### src/rtl/icache_axi_refill.sv
// Line refill engine behind the L1 instruction cache: one 4-beat AXI4 INCR read per
// 16-byte line, with each word served to the cache as soon as its beat has landed.
module icache_axi_refill #(
    parameter int unsigned     ID_W   = 4,
    parameter logic [ID_W-1:0] AXI_ID = '0
) (
    input  logic            clk,
    input  logic            rst,
    input  logic            I_req,
    input  logic [31:0]     I_addr,
    input  logic            I_write,
    input  logic [2:0]      I_type,
    output logic [31:0]     I_out,
    output logic            I_wait,
    input  logic            flush,
    output logic            err,
    output logic [ID_W-1:0] ARID,
    output logic [31:0]     ARADDR,
    output logic [3:0]      ARLEN,
    output logic [2:0]      ARSIZE,
    output logic [1:0]      ARBURST,
    output logic            ARVALID,
    input  logic            ARREADY,
    input  logic [ID_W-1:0] RID,
    input  logic [31:0]     RDATA,
    input  logic [1:0]      RRESP,
    input  logic            RLAST,
    input  logic            RVALID,
    output logic            RREADY
);

    typedef enum logic [1:0] {IDLE, AR, R} state_t;

    state_t      state;
    state_t      state_next;
    logic [27:0] buf_tag;
    logic [31:0] line_buf [0:3];
    logic [3:0]  word_valid;
    logic        line_pending_inval;
    logic [2:0]  beat_cnt;

    logic [1:0]  word_idx;
    logic        rd_req;
    logic        tag_match;
    logic        flush_busy;
    logic        hit;
    logic        miss;
    logic        beat;
    logic        beat_store;
    logic        unused;

    assign unused = ^{I_type, RID, I_addr[1:0]};

    assign word_idx   = I_addr[3:2];
    assign rd_req     = I_req && !I_write;
    assign tag_match  = (I_addr[31:4] == buf_tag);
    // A flush during a burst must hide valid words in the same cycle it is raised.
    assign flush_busy = flush && (state != IDLE);
    assign hit        = rd_req && tag_match && word_valid[word_idx] && !flush_busy;
    assign miss       = rd_req && !(tag_match && word_valid[word_idx]);
    assign beat       = (state == R) && RVALID;
    assign beat_store = beat && (beat_cnt != 3'd4) && (RRESP == 2'b00)
                        && !line_pending_inval && !flush;

    // State register
    always_ff @(posedge clk or posedge rst) begin
        if (rst) begin
            state <= IDLE;
        end else begin
            state <= state_next;
        end
    end

    // Next-state logic
    always_comb begin
        state_next = state;
        unique case (state)
            IDLE:    if (miss)            state_next = AR;
            AR:      if (ARREADY)         state_next = R;
            R:       if (RVALID && RLAST) state_next = IDLE;
            default:                      state_next = IDLE;
        endcase
    end

    // Output logic
    always_comb begin
        ARVALID = (state == AR);
        RREADY  = (state == R);
        I_wait  = 1'b1;
        I_out   = '0;
        if (I_req && I_write) begin
            I_wait = 1'b0;
        end else if (hit) begin
            I_wait = 1'b0;
            I_out  = line_buf[word_idx];
        end
    end

    assign ARID    = AXI_ID;
    assign ARADDR  = {buf_tag, 4'b0000};
    assign ARLEN   = 4'd3;
    assign ARSIZE  = 3'b010;
    assign ARBURST = 2'b01;

    // Line tag, valid bits, beat counter and error pulse
    always_ff @(posedge clk or posedge rst) begin
        if (rst) begin
            buf_tag            <= '0;
            word_valid         <= '0;
            line_pending_inval <= 1'b0;
            beat_cnt           <= '0;
            err                <= 1'b0;
        end else begin
            err <= beat && (RRESP != 2'b00);
            if (state == IDLE) begin
                if (miss) begin
                    buf_tag    <= I_addr[31:4];
                    word_valid <= '0;
                    beat_cnt   <= '0;
                end else if (flush) begin
                    word_valid <= '0;
                end
            end else begin
                if (flush) begin
                    word_valid         <= '0;
                    line_pending_inval <= 1'b1;
                end
                if (beat) begin
                    if (beat_store) begin
                        word_valid[beat_cnt[1:0]] <= 1'b1;
                    end
                    if (beat_cnt != 3'd4) begin
                        beat_cnt <= beat_cnt + 3'd1;
                    end
                    if (RLAST) begin
                        line_pending_inval <= 1'b0;
                    end
                end
            end
        end
    end

    // Word storage is qualified by word_valid, so it needs no reset
    always_ff @(posedge clk) begin
        if (beat_store) begin
            line_buf[beat_cnt[1:0]] <= RDATA;
        end
    end

endmodule

### config.mk
export PLATFORM = sky130hd
export DESIGN_NAME = icache_axi_refill
export DESIGN_NICKNAME = d
export VERILOG_FILES = /design/src/rtl/icache_axi_refill.sv
export SDC_FILE = /design/constraint.sdc
export NUM_CORES = 1
export LEC_CHECK = 0
export BUFFER_PORTS_ARGS = -buffer_cell sky130_fd_sc_hd__buf_2
export CAP_MARGIN = 10
export CELL_PAD_IN_SITES_DETAIL_PLACEMENT = 1
export CELL_PAD_IN_SITES_GLOBAL_PLACEMENT = 2
export CORE_MARGIN = 1.5
export CORE_UTILIZATION = 42
export DETAILED_ROUTE_END_ITERATION = 12
export HOLD_SLACK_MARGIN = 0.12
export PLACE_DENSITY_LB_ADDON = 0.05
export SETUP_SLACK_MARGIN = 0.1
export SKIP_LAST_GASP = 1
export SLEW_MARGIN = 20
export SYNTH_ARGS = -nofsm -noshare
export SYNTH_HDL_FRONTEND = slang
export SYNTH_SLANG_ARGS = --single-unit
### constraint.sdc
create_clock -name clk -period 10.4 [get_ports clk]
set_input_delay 1.04 -clock clk [delete_from_list [all_inputs] [get_ports clk]]
set_output_delay 1.04 -clock clk [all_outputs]
set_load 0.01 [all_outputs]
# == Word level (Yosys, flattened, before mapping) ==
# Memories as Yosys holds them, arrays and structs flattened.
# Cells that the tools add are included.
# totals
input_bits,81
reg_bits,39
out_inout_bits,81
n_memories,1
mem_bits_rw,128
# memory_table
memory,words,word_bits,rd,rd_ports_with_merged_regs,write_ports,line,source
line_buf,4,32,1,0,1,37,logic [31:0] line_buf [0:3];
# op_classes
n_lt_le_gt_ge,3
eq_ne,7
reduce_logical,30
muxes,27
addsub,1
bitwise_logic,1
# ops
operator,n
two-way mux 32 bit,2
equality test 28 bit,1
two-way mux 4 bit,6
logical AND 1 bit,16
two-way mux 3 bit,4
two-way mux 1 bit,9
nonzero test 2 bit,4
"less-than comparator 2 x 3 -> 1 bit, second input constant",2
two-way mux 2 bit,3
one-hot mux 2 bit (3 select lines),1
AND reduction 3 bit,2
zero test 1 bit,5
zero test 2 bit,2
"inequality test 2 x 1 -> 1 bit, second input constant",2
bitwise OR 4 bit,1
"adder 3 x 1 -> 3 bit, second input constant",1
"inequality test 3 bit, second input constant",1
binary-select mux 1 bit (select 2 bit),1
demux 1 bit (select 2 bit),1
"equality test 2 x 1 -> 1 bit, second input constant",1
"equality test 2 bit, second input constant",1
"greater-or-equal comparator 2 x 1 -> 1 bit, second input constant",1
"inequality test 2 bit, second input constant",1
AND reduction 2 bit,1

# == Depth between registers and ports, before layout ==
# logic_depth
depth_word,9
mapped_depth,7
ltp_nobuf,7

# == Least setup slack after synthesis ==
# OpenSTA, ideal clock, no wires.
# synth_path
kind,input port to flip-flop
startpoint,input port flush
endpoint,memory line_buf[3][0] (enable)
t_required_ns,9.937
setup_time_ns,0.463
arrival_time_ns,3.847
path_stages,2
path_buffers,0
slack_ns,6.089
path_cell_list,or4_1 nor3_1
# synth_via
elab_chain_len,4
# synth_lines
element,line,source
start: declaration,15,"input logic flush,"
zero test 1 bit,63,&& !line_pending_inval && !flush;
logical AND 1 bit,63,
two-way mux 1 bit,145,if (beat_store) begin
two-way mux 1 bit (not written as such),146,line_buf[beat_cnt[1:0]] <= RDATA;
end: declaration,37,
# No other way between the ends.

# == Worst setup path after layout ==
# layout_path
startpoint,input port I_addr[2]
endpoint,output port I_out[26]
# layout_via
elab_chain_len,6
# layout_lines
element,line,source
start: declaration,10,"input logic [31:0] I_addr,"
binary-select mux 1 bit (select 2 bit),59,assign hit = rd_req && tag_match && word_valid[word_idx] && !flush_busy;
two-way mux 1 bit (not written as such),59,
logical AND 1 bit (2 in series),59,
two-way mux 32 bit *,93,end else if (hit) begin
two-way mux 32 bit *,91,if (I_req && I_write) begin
end: declaration,13,"output logic [31:0] I_out,"
# Mark *: on every way between the ends. The rest lies on a longest branch, timed or not. The select of a mux whose other input is x is not followed.

==> reports/metrics.csv <==
stage,metric,value,unit
sta,skew,0.00647,ns
synth,ys_types,37,
clock_network,cts_resized,0,
setup_path,cp_cell_sequence,"buf_2, buf_4, mux2i_1, mux2_4, nor2_1, nand4_1, buf_4, nor2b_1, buf_2",
place,dp_hpwl,9.12,mm
floorplanning,dieArea,17600,µm²
setup_path,cp_slowest_cell,buf_4,
run_status,status,"finished, final reports clean",
sta,min_period,4.21,ns
synth,yosysTopAreaCell,edfxtp_1,
pwr,internal_power,1340,µW
floorplanning,core_area,16500,µm²
detailed_routing,vias,3831,
synth,post-synth-top-count-cell,edfxtp_1,
synth,seq_area_frac_synth,68.4,%
place,pre_cts_ws,6.10,ns
finish,register_area,4820,µm²
clock_network,cts.clk_slew.worst_paths,0.07,ns
synth,async_flop_share,23.4,%
global_route,grt_pass1_vias,4294,
sta,setup_violations,0,
flow_run,drv_cap,0,
setup_path,worstSetupEndpointType,output port,
floorplanning,num_rows,47,
pwr,p_clk_share,34.6,%
finish,nets,617,
floorplanning,die_y,133,µm
synth,syn_inst,389,
clock_network,cts_buffers,17,
floorplanning,start_util,42.8,%
global_route,grt_max_degree,40,
synth,syn_area_per_cell,18.1,µm²
synth,synth_area_leaders,"edfxtp_1, dfrtp_1, mux4_2",
sta,layout_setup_ws,6.19,ns
setup_path,worst-setup-path-type,input port to output port,
pwr,p_sw,492,µW
global_route,grt_pass1_wl,23.2,mm
synth,yosysTopAreaCellShare,54.6,%
place,numPortBuffers,135,
sta,timing_hold_violations_final,0,
synth,synth_commonest_cells,"edfxtp_1, dfrtp_1, nor2b_1",
pwr,switching_share,26.9,%
finish,areaGrowthSynthToFinish,20.7,%
finish,drive_above_1_share,44.0,%
clock_network,cts_tree,built,
min_path,holdCritPathClass,register to register,
pwr,p_per_area,215,nW/µm²
finish,multi_input_area,2060,µm²
sta,worst_pin_slew,0.911,ns
pwr,p_seq_share,46.4,%
synth,synth_ff_type,edfxtp_1,
pwr,ir_drop,0.000125,V
setup_path,worstPathArrival,3.17,ns
clock_network,cts_setup_buffers,0,
setup_path,slowest_delay,0.55,ns
pwr,p_leak,0.00325,µW
global_route,gr-usage-all-layers,17.7,%
setup_path,cp_data_required_time,9.36,ns
detailed_routing,wl_per_cell,18.8,µm
clock_network,ctsHoldBuffers,0,
detailed_routing,remaining_drc_errors,0,
sta,rsz0062_at_grt,false,
synth,synth_edf_count,128,
synth,yosys_warnings,0,
sta,fin_crit_sh,40.5,%
pwr,pwr-share-comb,19.0,%
global_route,grt_remaining_overflow,0,
detailed_routing,avgViaCountPerCell,4.99,
sta,drv_slew,0,
setup_path,startpoint_type,input port,
clock_network,clk_path_buf_depth,2,
floorplanning,die_x,133,µm
detailed_routing,ant_nets,0,
clock_network,clkSinkCount,167,
clock_network,cts_root_buf,clkbuf_16,
finish,fillers,1621,
place,gp_congestion,0.679,
clock_network,clk_latency,0.43,ns
finish,post-route-util,51.6,%
global_route,grt_antenna_before_repair,4,
sta,slew_headroom,39.3,%
sta,finalSetupTns,0,ns
synth,ys_ff_latch,167,
detailed_routing,drtPass1Iterations,4,
clock_network,htree_levels,4,
sta,max_freq,237,MHz
synth,syn_area,7040,µm²
detailed_routing,routed_wl,14.4,mm
setup_path,crit_fanout,34,
detailed_routing,drt-initial-drc-count,269,
floorplanning,ioPinCount,162,
-- flip-flops by register name (all words and copies together) (netlist names) --
name and count:
err 1, buf_tag 28, state 2, beat_cnt 3, word_valid 4, line_pending_inval 1, line_buf 128
-- routing by layer --
layer | track usage [%] | routed length, µm | vias up
met4 | 5.43 | 172 | 2
met5 | 0 | 16 | -
li1 | - | - | 1737
met2 | 29.7 | 7200 | 128
met1 | 20.9 | 5950 | 1950
met3 | 7.24 | 1090 | 14
-- per-stage QoR --
| stage | instance area, µm² | total power (µW) | cells | hold slack, ns |
|---|---|---|---|---|
| finish | 8500 | 1830 | 767 | 0.555 |
| global route | 8500 | 1920 | 765 | 0.578 |
| CTS | 8500 | 1850 | 765 | 0.561 |
| detailed placement | 7900 | 1220 | 733 | 0.533 |
| global placement | 7900 | 1210 | 733 | 0.500 |
| floorplan | 7100 | 1090 | 404 | 0.483 |
-- worst max-delay path, delay by kind of cell --
kind,cells,cell delay (ns)
and+or+nand+nor,3,0.47
buffers and inverters,4,1.09
muxes,2,0.54
-- final timing paths --
path	to	cells after the start	slack, ns	from
worst min register to register	buf_tag[25]	1	0.56	buf_tag[25]
worst max register to register	line_buf[2][23]	4	7.72	state[1]
max in group asynchronous	buf_tag[26]	3	9.31	rst
worst max-delay path	I_out[26]	9	6.19	I_addr[2]
worst min-delay path	buf_tag[25]	1	0.56	buf_tag[25]
min in group asynchronous	err	3	0.73	rst
-- area by class of cell --
class                      instances  share of cell area, %
tap                              220                   3.24
multi-input combinational        199                   24.3
clock inverter                    14                   1.93
inverter                           6                  0.265
antenna                            2                 0.0589
sequential                       167                   56.7
clock buffer                      18                   5.05
timing repair buffer             141                   8.48
-- power groups by stage --
stage	logic, µW	clock network, µW	registers, µW
after floorplan	213	0	881
after global placement	350	0	858
after detailed placement	355	0	862
after CTS	356	646	850
after global routing	385	672	860
final	348	633	849
-- layout by cell type, fill, tap and decap left out, types with 3 or more instances in the layout --
master,instances
xnor2_1,28
a22oi_1,3
conb_1,17
clkinvlp_4,3
buf_4,6
ha_1,4
nand2_1,5
mux2_4,23
dfrtp_1,39
inv_6,5
mux4_2,32
clkinv_4,3
nand4_1,9
nor2_1,10
mux2_2,6
nor2b_1,34
edfxtp_1,128
o21ai_0,3
clkbuf_16,17
and2_2,3
buf_2,135
inv_1,6
-- kinds of logic after synthesis --
| family | Yosys count | synth area share, % |
|---|---|---|
| flip-flops | 167 | 68.4 |
| AND/OR/NAND/NOR | 71 | 6.07 |
| multiplexers | 63 | 16.4 |
| buffers and inverters | 38 | 3.30 |
| XOR/XNOR | 28 | 3.48 |
| AO/OA/AOI/OAI | 16 | 1.53 |
| adder cells (fa/ha/maj) | 4 | 0.711 |
| other | 2 | 0.107 |
(Power assumes the default switching activity.)
